<file path="src/rtl/mr_bus_initiator_if.sv">
// Command/response handshake plus 8-bit register-bus signals for mr_bus_initiator.
// The master modport is the initiator's view. The slave modport is the view of
// whatever drives commands and answers the bus.
interface mr_bus_initiator_if;
  // command port
  logic       cmd_valid;
  logic       cmd_ready;
  logic [1:0] cmd_op;
  logic [7:0] cmd_addr;
  logic [7:0] cmd_wdata;
  // response port
  logic       rsp_valid;
  logic [7:0] rsp_rdata;
  logic       rsp_err;
  logic [7:0] txn_count;
  // register bus
  logic       writeb;
  logic [7:0] endereco;
  logic [7:0] datain;
  logic [7:0] dataout;

  modport master (
    input  cmd_valid, cmd_op, cmd_addr, cmd_wdata, dataout,
    output cmd_ready, rsp_valid, rsp_rdata, rsp_err, txn_count,
           writeb, endereco, datain
  );

  modport slave (
    output cmd_valid, cmd_op, cmd_addr, cmd_wdata, dataout,
    input  cmd_ready, rsp_valid, rsp_rdata, rsp_err, txn_count,
           writeb, endereco, datain
  );
endinterface

</file>
<file path="src/rtl/mr_bus_initiator.sv">
// Bus initiator for the 8-bit writeb/endereco/datain/dataout register bus.
// It accepts WRITE, READ and read-modify-write ADD commands one at a time and
// issues exactly one response pulse for each accepted command.
module mr_bus_initiator #(
  parameter int unsigned BASE_ADDR = 120,
  parameter int unsigned NUM_REGS  = 2,
  parameter int unsigned IDLE_ADDR = 0
) (
  input  logic               clk,
  input  logic               rst,
  mr_bus_initiator_if.master bus
);

  typedef enum logic [2:0] {
    S_IDLE,
    S_RD,
    S_WR,
    S_RSP,
    S_ERR
  } state_t;

  typedef enum logic [1:0] {
    OP_WRITE = 2'b00,
    OP_READ  = 2'b01,
    OP_ADD   = 2'b10,
    OP_ILL   = 2'b11
  } op_t;

  state_t     r_state;
  state_t     w_next;
  op_t        r_op;
  logic [7:0] r_addr;
  logic [7:0] r_wd;
  logic [7:0] r_rd;
  logic [7:0] r_rsp_rdata;
  logic       r_rsp_err;
  logic [7:0] r_txn;

  logic       w_accept;
  logic       w_in_range;
  logic       w_bad_cmd;
  logic       w_cmd_ready;

  // Address decode uses 9 bits so that BASE_ADDR+NUM_REGS cannot wrap.
  assign w_in_range  = ({1'b0, bus.cmd_addr} >= 9'(BASE_ADDR)) &&
                       ({1'b0, bus.cmd_addr} <  9'(BASE_ADDR + NUM_REGS));
  assign w_bad_cmd   = (op_t'(bus.cmd_op) == OP_ILL) || !w_in_range;
  // The FSM sits in IDLE while reset is held, so ready is also gated by rst.
  assign w_cmd_ready = rst && (r_state == S_IDLE);
  assign w_accept    = bus.cmd_valid && w_cmd_ready;

  // State register
  always_ff @(posedge clk or negedge rst) begin
    if (!rst) r_state <= S_IDLE;
    else      r_state <= w_next;
  end

  // Next-state decode
  always_comb begin
    w_next = r_state;
    case (r_state)
      S_IDLE: begin
        if (w_accept) begin
          if (w_bad_cmd)                             w_next = S_ERR;
          else if (op_t'(bus.cmd_op) == OP_WRITE)    w_next = S_WR;
          else                                       w_next = S_RD;
        end
      end
      S_RD:    w_next = (r_op == OP_ADD) ? S_WR : S_RSP;
      S_WR:    w_next = S_RSP;
      S_RSP:   w_next = S_IDLE;
      S_ERR:   w_next = S_IDLE;
      default: w_next = S_IDLE;
    endcase
  end

  // Command capture and read/modify data path
  always_ff @(posedge clk or negedge rst) begin
    if (!rst) begin
      r_op   <= OP_WRITE;
      r_addr <= '0;
      r_wd   <= '0;
      r_rd   <= '0;
    end else begin
      if (w_accept) begin
        r_op   <= op_t'(bus.cmd_op);
        r_addr <= bus.cmd_addr;
        r_wd   <= bus.cmd_wdata;
      end
      if (r_state == S_RD) begin
        r_rd <= bus.dataout;
        if (r_op == OP_ADD) r_wd <= bus.dataout + r_wd;
      end
    end
  end

  // Response data is loaded on the edge into RSP/ERR and held until the next response.
  always_ff @(posedge clk or negedge rst) begin
    if (!rst) begin
      r_rsp_rdata <= '0;
      r_rsp_err   <= 1'b0;
    end else begin
      if (r_state == S_RD && r_op != OP_ADD) begin
        r_rsp_rdata <= bus.dataout;
        r_rsp_err   <= 1'b0;
      end else if (r_state == S_WR) begin
        r_rsp_rdata <= (r_op == OP_ADD) ? r_rd : '0;
        r_rsp_err   <= 1'b0;
      end else if (r_state == S_IDLE && w_next == S_ERR) begin
        r_rsp_rdata <= '0;
        r_rsp_err   <= 1'b1;
      end
    end
  end

  // Completed-command counter, stepped as RSP is left, wraps naturally
  always_ff @(posedge clk or negedge rst) begin
    if (!rst)                  r_txn <= '0;
    else if (r_state == S_RSP) r_txn <= r_txn + 8'd1;
  end

  assign bus.cmd_ready = w_cmd_ready;
  assign bus.rsp_valid = (r_state == S_RSP) || (r_state == S_ERR);
  assign bus.rsp_rdata = r_rsp_rdata;
  assign bus.rsp_err   = r_rsp_err;
  assign bus.txn_count = r_txn;

  // Bus outputs decode from state only. An asynchronous reset drops writeb immediately.
  assign bus.writeb    = (r_state == S_WR);
  assign bus.endereco  = (r_state == S_RD || r_state == S_WR) ? r_addr : 8'(IDLE_ADDR);
  assign bus.datain    = (r_state == S_WR) ? r_wd : '0;

endmodule

</file>
<file path="src/flat_wrapper.sv">
// flat-port wrapper written by rule: the top's interface ports become plain ports
module mr_bus_initiator_flat 
#(
  parameter int unsigned BASE_ADDR = 120,
  parameter int unsigned NUM_REGS  = 2,
  parameter int unsigned IDLE_ADDR = 0
)
  (clk, rst, bus_cmd_valid, bus_cmd_op, bus_cmd_addr, bus_cmd_wdata, bus_dataout, bus_cmd_ready, bus_rsp_valid, bus_rsp_rdata, bus_rsp_err, bus_txn_count, bus_writeb, bus_endereco, bus_datain);
  mr_bus_initiator_if bus_i ();
  input  logic clk;
  input  logic rst;
  input wire logic [$bits(bus_i.cmd_valid)-1:0] bus_cmd_valid;
  input wire logic [$bits(bus_i.cmd_op)-1:0] bus_cmd_op;
  input wire logic [$bits(bus_i.cmd_addr)-1:0] bus_cmd_addr;
  input wire logic [$bits(bus_i.cmd_wdata)-1:0] bus_cmd_wdata;
  input wire logic [$bits(bus_i.dataout)-1:0] bus_dataout;
  output wire logic [$bits(bus_i.cmd_ready)-1:0] bus_cmd_ready;
  output wire logic [$bits(bus_i.rsp_valid)-1:0] bus_rsp_valid;
  output wire logic [$bits(bus_i.rsp_rdata)-1:0] bus_rsp_rdata;
  output wire logic [$bits(bus_i.rsp_err)-1:0] bus_rsp_err;
  output wire logic [$bits(bus_i.txn_count)-1:0] bus_txn_count;
  output wire logic [$bits(bus_i.writeb)-1:0] bus_writeb;
  output wire logic [$bits(bus_i.endereco)-1:0] bus_endereco;
  output wire logic [$bits(bus_i.datain)-1:0] bus_datain;
  assign bus_i.cmd_valid = bus_cmd_valid;
  assign bus_i.cmd_op = bus_cmd_op;
  assign bus_i.cmd_addr = bus_cmd_addr;
  assign bus_i.cmd_wdata = bus_cmd_wdata;
  assign bus_i.dataout = bus_dataout;
  assign bus_cmd_ready = bus_i.cmd_ready;
  assign bus_rsp_valid = bus_i.rsp_valid;
  assign bus_rsp_rdata = bus_i.rsp_rdata;
  assign bus_rsp_err = bus_i.rsp_err;
  assign bus_txn_count = bus_i.txn_count;
  assign bus_writeb = bus_i.writeb;
  assign bus_endereco = bus_i.endereco;
  assign bus_datain = bus_i.datain;
  mr_bus_initiator #(.BASE_ADDR(BASE_ADDR), .NUM_REGS(NUM_REGS), .IDLE_ADDR(IDLE_ADDR)) u_core (.clk(clk), .rst(rst), .bus(bus_i));
endmodule
</file>
<file path="config.mk">
export PLATFORM = sky130hd
export DESIGN_NAME = mr_bus_initiator_flat
export DESIGN_NICKNAME = d
export VERILOG_FILES = /design/src/rtl/mr_bus_initiator_if.sv /design/src/rtl/mr_bus_initiator.sv /design/src/flat_wrapper.sv
export SDC_FILE = /design/constraint.sdc
export NUM_CORES = 1
export LEC_CHECK = 0
export CORE_UTILIZATION = 43
export DETAILED_ROUTE_END_ITERATION = 7
export GPL_TIMING_DRIVEN = 1
export PLACE_DENSITY = 0.73
export SLEW_MARGIN = 10
export SYNTH_ARGS = -nofsm -noshare
export SYNTH_HDL_FRONTEND = slang
export SYNTH_SLANG_ARGS = --single-unit
</file>
<file path="constraint.sdc">
create_clock -name clk -period 4.2 [get_ports clk]
set_input_delay 0.42 -clock clk [delete_from_list [all_inputs] [get_ports clk]]
set_output_delay 0.42 -clock clk [all_outputs]
set_load 0.01 [all_outputs]
</file>
==> results.md <==
* RSZ-0062 raised after global routing: no
* Vias in the first global route at between 1,500 and 2,000
* Hold buffers post-CTS at 0
* Mapped Nets at between 200 and 300
* Worst min path class: in -> async
* GP Congestion at about 0.79
* TritonRoute pass-1 iters at 4
* Sink Count at 46
* Design Area, Final at around 3200 µm²
* Synth cell types at 47
* Via/cell ratio at 5.19
* Top cell type's share of synthesized area at a little under half
* Worst slew pin tran at ~0.8 ns
* Lkg Pwr at about 1.4 nW
* Cells after synthesis at between 200 and 250
* DIE WIDTH at around 77 µm
* Leading area contributor after synthesis: dfrtp_1
* Skew-Pair Late Insertion Delay at around 0.3 ns
* Fin cells at around 350
* Final Util at 61.3%
* Area grow syn2layout at 33.8%
* Total power at approximately 2.2 mW
* Starting Density at between 40% and 50%
* Row cnt at 26
* Average cell area after synthesis at approximately 11 µm²
* Core Region at 5270 µm²
* Worst hold slack at 0.231 ns
* Nets at ~320
* Setup violations, final at 0
* Synthesized area at 2410 µm²
* Reg2Reg Capture Point: u_core.r_wd[6]
* PostCTS Resize Cnt at 0
* Buffers and inverters on the worst path at 1
* Clock-pin slew on the worst setup and hold paths at roughly 0.09 ns
* Worst reg2reg path depth at 5
* Root Buffer: clkbuf_8
* Setup TNS at 0 ns
* Pin count of the biggest net entering global routing at 47
* Setup ws final at roughly 1.2 ns
* Worst r2r src: u_core.r_state[0]
* First-pass GRT wire length at about 8600 µm
* Max incr delay on CP at roughly 0.7 ns
* Die Y at between 70 and 80 µm
* Number of diodes at 0
* Slew Viols, Final at 0
* Warnings from Yosys at 0
* DRT Wirelength at between 5000 and 6000 µm
* Crit path launch type: flip-flop
* Fmax at about 340 MHz
* Cell depth of the worst setup path at 4
* TritonCTS clock tree: yes
* PwrDens at a little under 700 nW/µm²
* # Max-Cap Violations at 0
* Clk_skew at between 0.007 and 0.008 ns
* Total grt overflow at 0
* Ys flop type: dfrtp_1
* Wirelength per Cell at roughly 14 µm
* GRT Overall Usage at roughly 18%
* Worst-path cell chain: nor3b_2, nor2_1, nor2b_1, clkdlybuf4s50_1
* IO buf count at 64
* Tmin final at slightly below 3 ns
* Peak supply drop at 407 µV
* Critical Path AT at 2.56 ns
* FFs w/ async S/R, synth at 100%
* Synthesis-stage register bit count at 46
* Die area at 5920 µm²
* Vias at approximately 1,800
* Crit Path Max Fanout at 12
* Worst Setup SP: u_core.r_state[0]
* Postcts setup bufs at 0
* Dpl ws at 1.54 ns
* Final hold violation count at 0
* I/O pins at 65
* Initial antenna violation count at 0
* Post-detail-place hpwl at around 3600 µm
* DR iter-0 viols at 61
* Cell Count Post-Placement at ~340
* Post-synthesis sequential area ratio at between 40% and 50%
* Num CTS Buffers at 5
* DRC viols at 0
* Final ANT Viol Nets at 0
* Worst path slowest cell: nor3b_2
* CP required at about 3.8 ns
* H-Tree Level Count at 2
* Final period util at a little under three quarters
* EDFF count, synth at 0
* Family with the most delay on the worst path: simple AND/OR/NAND/NOR gates
* Critical path class: reg -> out
* Layout cell share with drive strength beyond 1 at 13.9%
* Area contributors post-synth: dfrtp_1 (48%), mux2_2 (9.8%), ha_1 (4.1%)
* Worst setup EP type: output port
* R2r setup slk at between 1.5 and 2 ns
* Placed inst area at 3110 µm²
* Slew margin rel. at a little under half
* CTS Buffer Depth at 2
* Status: finished clean
-- report_power, final --
part           switching, mW  internal, mW  leakage [nW]  total (mW)
clock                  0.161         0.181        0.0563       0.342
sequential             0.143         0.640         0.567       0.783
combinational          0.485         0.627         0.809        1.11
-- synthesized netlist by cell type, types with 6 or more instances --
cell,n
a21o_1,9
a21oi_1,9
a22o_1,8
and2_1,10
dfrtp_1,46
ha_1,8
mux2_2,21
nand2_1,10
nor2_1,12
nor2b_1,10
o21ai_0,10
xnor2_1,6
-- placed cells by master (no fill, tap or decap), types with 2 or more instances in the layout --
| cell | instances |
|---|---|
| buf_4 | 2 |
| nor2b_1 | 10 |
| nand3b_1 | 2 |
| clkbuf_8 | 5 |
| mux2i_1 | 4 |
| inv_1 | 4 |
| xor2_1 | 4 |
| a21oi_1 | 9 |
| o21ai_0 | 10 |
| mux2_2 | 21 |
| ha_1 | 8 |
| or3_1 | 2 |
| dfrtp_1 | 46 |
| nor2_1 | 12 |
| nand3_1 | 4 |
| nand2b_1 | 4 |
| and3_1 | 2 |
| a22o_1 | 8 |
| a21o_1 | 9 |
| clkdlybuf4s50_1 | 63 |
| nand2_1 | 10 |
| xnor2_1 | 6 |
| and2_1 | 10 |
-- metal layers --
metal	GRT usage (%)	share of wire [%]	vias up
li1	-	-	902
met2	31.1	48	45
met3	3.57	3.9	4
met1	24.0	47	872
met4	5.19	0.88	0
met5	0	0	-
-- worst register-to-register path: cells and delay by family (launching register included) --
family / cells / cell delay, ns
AND/OR/NAND/NOR: 3 / 1.55
flip-flops: 1 / 0.49
AO/OA/AOI/OAI: 2 / 0.39
-- flip-flops by register name, indices dropped and copies added, names as in the netlist --
register and cells:
u_core.bus.rsp_err 1, u_core.r_wd 8, u_core.r_state 3, u_core.bus.rsp_rdata 8
u_core.bus.txn_count 8, u_core.r_rd 8, u_core.r_addr 8, u_core.r_op 2
-- cells by family (layout without fill, tap and decap cells) --
group | after synthesis | count (layout) | share of synthesized area (%)
and+or+nand+nor | 65 | 65 | 15.5
AOI/OAI and AO/OA | 48 | 48 | 14.5
DFF | 46 | 46 | 47.7
muxes | 25 | 25 | 11.5
buffers and inverters | 11 | 78 | 2.23
xor gates and xnor gates | 10 | 10 | 3.63
adders and majority gates | 9 | 9 | 4.97
-- layout make-up --
cell class,instances,area [µm²]
Sequential cell,46,1150
Timing Repair Buffer,66,651
Clock buffer,5,68.8
Inverter,4,15.0
Clock inverter,3,48.8
Multi-Input combinational cell,157,1210
Tap cell,70,87.6
Fill cell,484,2040
-- worst max-delay path by stage --
stage                            endpoint
after global routing      bus_endereco[0]
after global placement    bus_endereco[0]
final                     bus_endereco[0]
after CTS                 bus_endereco[0]
after detailed placement  bus_endereco[1]
after floorplan            u_core.r_wd[7]
Note: power is estimated with default switching activity, not from simulation.
